===== src/rtl/pedal_pkg.sv =====
// Shared types and constants for the pedal sequencer.
//   state_t : sequencer FSM encoding
//   pedal_t : pedal select (PED_R / PED_L)
//   ERR_*   : err_code values
package pedal_pkg;

  localparam int unsigned LVL_W = 2;  // speed level width
  localparam int unsigned CNT_W = 8;  // press counter width
  localparam int unsigned CYC_W = 4;  // pulse/settle cycle counter width
  localparam int unsigned ERR_W = 2;  // error code width

  typedef enum logic [2:0] {
    IDLE   = 3'd0,
    CHECK  = 3'd1,
    PRESS  = 3'd2,
    SETTLE = 3'd3,
    DONE   = 3'd4,
    ERR    = 3'd5
  } state_t;

  typedef enum logic {
    PED_R = 1'b0,
    PED_L = 1'b1
  } pedal_t;

  localparam logic [ERR_W-1:0] ERR_NONE    = 2'b00;
  localparam logic [ERR_W-1:0] ERR_TIMEOUT = 2'b01;
  localparam logic [ERR_W-1:0] ERR_ONEHOT  = 2'b10;

endpackage


===== src/rtl/pedal_seq_driver_if.sv =====
// Request/response interface between a controller and pedal_seq_driver.
//   start, target, abort : controller -> driver
//   busy, done, err, err_code, press_cnt : driver -> controller
interface pedal_seq_driver_if;
  import pedal_pkg::*;

  logic             start;
  logic [LVL_W-1:0] target;
  logic             abort;
  logic             busy;
  logic             done;
  logic             err;
  logic [ERR_W-1:0] err_code;
  logic [CNT_W-1:0] press_cnt;

  modport master (
    output start, target, abort,
    input  busy, done, err, err_code, press_cnt
  );

  modport slave (
    input  start, target, abort,
    output busy, done, err, err_code, press_cnt
  );

endinterface


===== src/rtl/speed_onehot_dec.sv =====
// Combinational one-hot decode of the four speed indicator lines.
//   speed   : {speed_3, speed_2, speed_1, speed_0}
//   level_c : decoded level 0..3 (0 when invalid)
//   valid_c : exactly one line high
module speed_onehot_dec
  import pedal_pkg::*;
(
  input  logic [3:0]       speed,
  output logic [LVL_W-1:0] level_c,
  output logic             valid_c
);

  always_comb begin
    level_c = '0;
    valid_c = 1'b0;
    case (speed)
      4'b0001: begin level_c = 2'd0; valid_c = 1'b1; end
      4'b0010: begin level_c = 2'd1; valid_c = 1'b1; end
      4'b0100: begin level_c = 2'd2; valid_c = 1'b1; end
      4'b1000: begin level_c = 2'd3; valid_c = 1'b1; end
      default: begin level_c = '0;   valid_c = 1'b0; end
    endcase
  end

endmodule


===== src/rtl/pedal_seq_driver.sv =====
// Pedal sequencer: presses L/R on the speed FSM until the requested level
// is seen on its one-hot speed outputs, or reports timeout / bad vector.
//   clk, reset (async, active-low)
//   req              : request/response interface (slave side)
//   speed_0..speed_3 : one-hot speed indicators from the FSM
//   L, R             : registered pedal lines, never high together
module pedal_seq_driver
  import pedal_pkg::*;
#(
  parameter int unsigned PULSE_CYC  = 1,
  parameter int unsigned SETTLE_CYC = 1,
  parameter int unsigned MAX_PRESS  = 12
) (
  input  logic                clk,
  input  logic                reset,
  pedal_seq_driver_if.slave   req,
  input  logic                speed_0,
  input  logic                speed_1,
  input  logic                speed_2,
  input  logic                speed_3,
  output logic                L,
  output logic                R
);

  state_t           state_q, state_d;
  pedal_t           last_q, last_d;
  pedal_t           ped_c;
  logic [LVL_W-1:0] tgt_q, tgt_d;
  logic [CYC_W-1:0] cyc_q, cyc_d;
  logic [CNT_W-1:0] pcnt_q, pcnt_d;
  logic [ERR_W-1:0] code_q, code_d;
  logic             l_q, l_d, r_q, r_d;
  logic             busy_q, busy_d, done_q, done_d, err_q, err_d;
  logic [LVL_W-1:0] level_c;
  logic             valid_c;

  speed_onehot_dec u_dec (
    .speed   ({speed_3, speed_2, speed_1, speed_0}),
    .level_c (level_c),
    .valid_c (valid_c)
  );

  // State and registered outputs
  always_ff @(posedge clk or negedge reset) begin
    if (!reset) begin
      state_q <= IDLE;
      last_q  <= PED_R;
      tgt_q   <= '0;
      cyc_q   <= '0;
      pcnt_q  <= '0;
      code_q  <= ERR_NONE;
      l_q     <= 1'b0;
      r_q     <= 1'b0;
      busy_q  <= 1'b0;
      done_q  <= 1'b0;
      err_q   <= 1'b0;
    end else begin
      state_q <= state_d;
      last_q  <= last_d;
      tgt_q   <= tgt_d;
      cyc_q   <= cyc_d;
      pcnt_q  <= pcnt_d;
      code_q  <= code_d;
      l_q     <= l_d;
      r_q     <= r_d;
      busy_q  <= busy_d;
      done_q  <= done_d;
      err_q   <= err_d;
    end
  end

  // Next state; output values are computed for the state being entered
  always_comb begin
    state_d = state_q;
    last_d  = last_q;
    tgt_d   = tgt_q;
    cyc_d   = cyc_q;
    pcnt_d  = pcnt_q;
    code_d  = code_q;
    l_d     = 1'b0;
    r_d     = 1'b0;
    busy_d  = busy_q;
    done_d  = 1'b0;
    err_d   = 1'b0;
    // Below target: alternate pedals to speed up; above: repeat to slow down
    ped_c   = (level_c < tgt_q) ? ((last_q == PED_L) ? PED_R : PED_L) : last_q;

    if (req.abort) begin
      // Also blocks a same-cycle start in IDLE
      state_d = IDLE;
      busy_d  = 1'b0;
    end else begin
      case (state_q)
        IDLE: begin
          if (req.start) begin
            state_d = CHECK;
            tgt_d   = req.target;
            pcnt_d  = '0;
            code_d  = ERR_NONE;
            busy_d  = 1'b1;
          end
        end
        CHECK: begin
          if (!valid_c) begin
            state_d = ERR;
            err_d   = 1'b1;
            code_d  = ERR_ONEHOT;
          end else if (level_c == tgt_q) begin
            state_d = DONE;
            done_d  = 1'b1;
          end else if (pcnt_q == CNT_W'(MAX_PRESS)) begin
            state_d = ERR;
            err_d   = 1'b1;
            code_d  = ERR_TIMEOUT;
          end else begin
            state_d = PRESS;
            last_d  = ped_c;
            pcnt_d  = pcnt_q + 1'b1;
            cyc_d   = CYC_W'(PULSE_CYC - 1);
            l_d     = (ped_c == PED_L);
            r_d     = (ped_c == PED_R);
          end
        end
        PRESS: begin
          if (cyc_q == '0) begin
            state_d = SETTLE;
            cyc_d   = CYC_W'(SETTLE_CYC - 1);
          end else begin
            cyc_d = cyc_q - 1'b1;
            l_d   = l_q;
            r_d   = r_q;
          end
        end
        SETTLE: begin
          if (cyc_q == '0) begin
            state_d = CHECK;
          end else begin
            cyc_d = cyc_q - 1'b1;
          end
        end
        DONE, ERR: begin
          state_d = IDLE;
          busy_d  = 1'b0;
        end
        default: begin
          state_d = IDLE;
          busy_d  = 1'b0;
        end
      endcase
    end
  end

  assign L             = l_q;
  assign R             = r_q;
  assign req.busy      = busy_q;
  assign req.done      = done_q;
  assign req.err       = err_q;
  assign req.err_code  = code_q;
  assign req.press_cnt = pcnt_q;

endmodule


===== src/flat_wrapper.sv =====
// flat-port wrapper written by rule: the top's interface ports become plain ports
module pedal_seq_driver_flat import pedal_pkg::*;
#(
  parameter int unsigned PULSE_CYC  = 1,
  parameter int unsigned SETTLE_CYC = 1,
  parameter int unsigned MAX_PRESS  = 12
)
  (clk, reset, speed_0, speed_1, speed_2, speed_3, L, R, req_start, req_target, req_abort, req_busy, req_done, req_err, req_err_code, req_press_cnt);
  pedal_seq_driver_if req_i ();
  input  logic clk;
  input  logic reset;
  input  logic speed_0;
  input  logic speed_1;
  input  logic speed_2;
  input  logic speed_3;
  output logic L;
  output logic R;
  input wire logic [$bits(req_i.start)-1:0] req_start;
  input wire logic [$bits(req_i.target)-1:0] req_target;
  input wire logic [$bits(req_i.abort)-1:0] req_abort;
  output wire logic [$bits(req_i.busy)-1:0] req_busy;
  output wire logic [$bits(req_i.done)-1:0] req_done;
  output wire logic [$bits(req_i.err)-1:0] req_err;
  output wire logic [$bits(req_i.err_code)-1:0] req_err_code;
  output wire logic [$bits(req_i.press_cnt)-1:0] req_press_cnt;
  assign req_i.start = req_start;
  assign req_i.target = req_target;
  assign req_i.abort = req_abort;
  assign req_busy = req_i.busy;
  assign req_done = req_i.done;
  assign req_err = req_i.err;
  assign req_err_code = req_i.err_code;
  assign req_press_cnt = req_i.press_cnt;
  pedal_seq_driver #(.PULSE_CYC(PULSE_CYC), .SETTLE_CYC(SETTLE_CYC), .MAX_PRESS(MAX_PRESS)) u_core (.clk(clk), .reset(reset), .req(req_i), .speed_0(speed_0), .speed_1(speed_1), .speed_2(speed_2), .speed_3(speed_3), .L(L), .R(R));
endmodule

===== config.mk =====
export PLATFORM = sky130hd
export DESIGN_NAME = pedal_seq_driver_flat
export DESIGN_NICKNAME = d
export VERILOG_FILES = /design/src/rtl/pedal_pkg.sv /design/src/rtl/pedal_seq_driver_if.sv /design/src/rtl/speed_onehot_dec.sv /design/src/rtl/pedal_seq_driver.sv /design/src/flat_wrapper.sv
export SDC_FILE = /design/constraint.sdc
export NUM_CORES = 1
export LEC_CHECK = 0
export BUFFER_PORTS_ARGS = -buffer_cell sky130_fd_sc_hd__clkbuf_2
export CORE_MARGIN = 2
export CORE_UTILIZATION = 35
export DETAILED_ROUTE_END_ITERATION = 10
export PLACE_DENSITY_LB_ADDON = 0.25
export SLEW_MARGIN = 10
export SYNTH_ARGS = -nofsm -noshare
export SYNTH_HDL_FRONTEND = slang
export SYNTH_SLANG_ARGS = --single-unit
export TNS_END_PERCENT = 10

===== constraint.sdc =====
create_clock -name clk -period 2.08 [get_ports clk]
set_input_delay 0.624 -clock clk [delete_from_list [all_inputs] [get_ports clk]]
set_output_delay 0.624 -clock clk [all_outputs]
set_load 0.005 [all_outputs]

==> results.ini <==
[sta]
hold_viol_final=0
max_freq_ghz=0.463
min_period_over_period=1.04
rsz0062_at_grt=true
skew_ns=0.00730
maxSlewViolCount=0
worstMarginPinSlew_ns=0.654
period_needed_ns=2.16
setup_slack_ns=-0.0791
slew_headroom=0.564
finalSetupViolCount=12
holdWs_ns=0.364

[power]
pwr-share-clk=0.182
vdd_drop_max_v=0.000447
intPower_mw=1.04
powerDensity_nw_per_um2=917
p_leak_nw=0.811
p_sw_frac=0.357
p_comb_frac=0.387
p_switching_uw=574
sequentialPowerShare=0.430

[logic_synthesis]
netlist.area_leader.share=0.468
synth_largest_area_cell=dfrtp_1
yosysSeqAreaShare=0.468
synth.most_common_cell=dfrtp_1
synth_warnings=0
post_synth_most_frequent_cells=dfrtp_1 (25), a21oi_1 (14), nand2_1 (12)
ys_async_sr_fraction=1.00
synthDistinctLibCells=34
syn_avg_cell_area_sq_um=9.75
syn_area_sq_um=1340
synth_area_leaders=dfrtp_1 (47%), ha_1 (5.6%), a21oi_1 (5.2%)
synth_edf_count=0
synth_cells=137
ys.flop_type=dfrtp_1
mappedNetlistNets=153
yosys_register_bits=25

[route]
drtIter0Drc=50
wire_per_inst_um=14.0
ant_nets=0
via_count=1185
drtPass1Iterations=4
post-route-drc-count=0
wirelength_um=3170
viasPerCell=5.24

[finish]
drive_above_1_share=0.343
nets=195
syn_to_final_growth_pct=31.4
n_antenna_cell=0

[placed_design]
gp_congestion=0.780
portBuffers=24
placement.setup.worst_slack_ns=-0.433
dpl.hpwl_um=2250

[grt]
antenna_found_initial=0
grt_first_pass_wirelength_um=5080
grt_start_max_net_pins=26
first_global_vias=1128
gr-total-overflow=0
grt.total_usage=0.152

[setup_path]
crit_slowest_cell=or3_4
cp_data_arrival_time_ns=2.30
startpoint=speed_2
critPathMaxFanout=8
critPathMaxStageDelay_ns=0.35
critPathRequiredTime_ns=2.22
reg2reg_from=u_core.req.press_cnt[0]
cp-end-kind=register
worstSetupPathType=primary input to register
crit_path_start_kind=primary input
cp_cell_sequence=buf_8 -> xnor2_2 -> or3_4 -> inv_4 -> ha_4 -> nand2_4 -> o41ai_4 -> buf_4 -> a21oi_2 -> o21a_2 -> a31oi_1

[job]
cap_viol_max_count=0

[floorplan]
die_h_um=65.8
fp.dieArea_sq_um=4330
fp.dieW_um=65.8
fp.coreArea_sq_um=3660
placementRows=22
start_util=0.365
io_pins=25

[clocking]
clk_pin_slew_ns=0.09
root_buffer=clkbuf_8
ctsHtreeMaxLevel=1
cts_buffer_depth=2
cts_tree=yes
clkSinkCount=25
numCtsBuffers=3
clk-insertion-delay-late_ns=0.27

[outcome]
violations=negative setup slack
status=finished, violations left

[worst_hold_path]
hp-class=primary input to async pin

[critical path, delay by kind of cell]
| family | cells | cell delay, ns |
|---|---|---|
| buffers and inverters | 3 | 0.32 |
| AOI/OAI and AO/OA | 4 | 0.60 |
| xor gates and xnor gates | 1 | 0.12 |
| adders and majority gates | 1 | 0.20 |
| and+or+nand+nor | 2 | 0.42 |
[cell families (layout without fill, tap and decap cells)]
logic type | after synthesis | after routing | share of synthesized area
compound gates | 40 | 40 | 0.189
fa+ha+maj | 6 | 6 | 0.0562
buf+inv | 13 | 54 | 0.0421
mux | 3 | 3 | 0.0253
xor+xnor | 4 | 4 | 0.0262
flops | 25 | 25 | 0.468
simple gates | 46 | 46 | 0.193
[power by group through the flow]
stage	combinational (mW)	sequential (mW)	clock (mW)
2_1_floorplan	0.372	0.672	0
3_3_place_gp	0.522	0.691	0
3_5_place_dp	0.544	0.697	0
4_1_cts	0.562	0.688	0.300
5_1_grt	0.702	0.708	0.329
6_report	0.623	0.692	0.293
[final timing paths]
kind / depth (start not counted) / end / slack, ns
worst max-delay path: 11 / u_core.req.press_cnt[5] / -0.08
worst min-delay path: 1 / u_core.L / 0.36
worst max register to register: 8 / u_core.req.press_cnt[1] / 0.10
worst min register to register: 2 / u_core.req.busy / 0.49
max in group asynchronous: 1 / u_core.cyc_q[1] / 1.29
min in group clk: 2 / u_core.req.busy / 0.49
[timing repair]
item                       in CTS  in global routing
gates resized for setup         3                 14
setup endpoints to repair      11                 15
gates cloned                    0                  1
pin swaps                       1                  6
buffers inserted                1                  2
hold buffers                    0                  0
[routing by layer]
metal / wire (um) / vias to the layer above / GRT usage
li1: - / 582 / -
met1: 1440 / 579 / 0.187
met2: 1590 / 22 / 0.270
met3: 130 / 2 / 0.0426
met4: 7 / 0 / 0.0234
met5: 0 / - / 0
[placed cells by master, fill, tap and decap left out, types with 2 or more instances in the layout]
cell type / instances
nand2_1: 11
clkbuf_2: 22
o21a_1: 3
xnor2_1: 3
clkbuf_8: 3
nand2b_1: 3
or3_1: 2
ha_4: 2
buf_4: 13
ha_1: 4
a41oi_1: 2
a21oi_2: 2
nor2_1: 10
o21ai_0: 5
a31oi_1: 8
mux2_2: 3
nor3_1: 4
inv_1: 10
nand3_1: 4
a21oi_1: 12
nor4b_1: 2
buf_6: 2
dfrtp_1: 25
[metrics by stage]
step            util  area, sq um  std cells  setup TNS, ns  total power, mW
2_1_floorplan      -         1360        137          -1.17             1.04
3_3_place_gp   0.439         1610        218          -5.10             1.21
3_5_place_dp   0.439         1610        218          -5.85             1.24
4_1_cts        0.456         1670        223         -0.118             1.55
5_1_grt        0.479         1760        226          -1.98             1.74
6_report       0.479         1760        226         -0.656             1.61
[flip-flops by register name, summed over array words and instances, names as in the netlist]
name and flops:
u_core.state_q 3, u_core.req.err 1, u_core.req.done 1, u_core.R 1, u_core.tgt_q 2, u_core.req.press_cnt 8, u_core.last_q 1, u_core.req.err_code 2
u_core.L 1, u_core.req.busy 1, u_core.cyc_q 4
[cell type report]
cell class                 instances  area [sq um]
fill                             355          1910
multi-input combinational         99           729
sequential                        25           626
timing repair buffer              39           250
tap                               48          60.1
inverter                          11          43.8
clock buffer                       3          41.3
clock inverter                     1          5.00
Power figures use the tool's default switching activity.
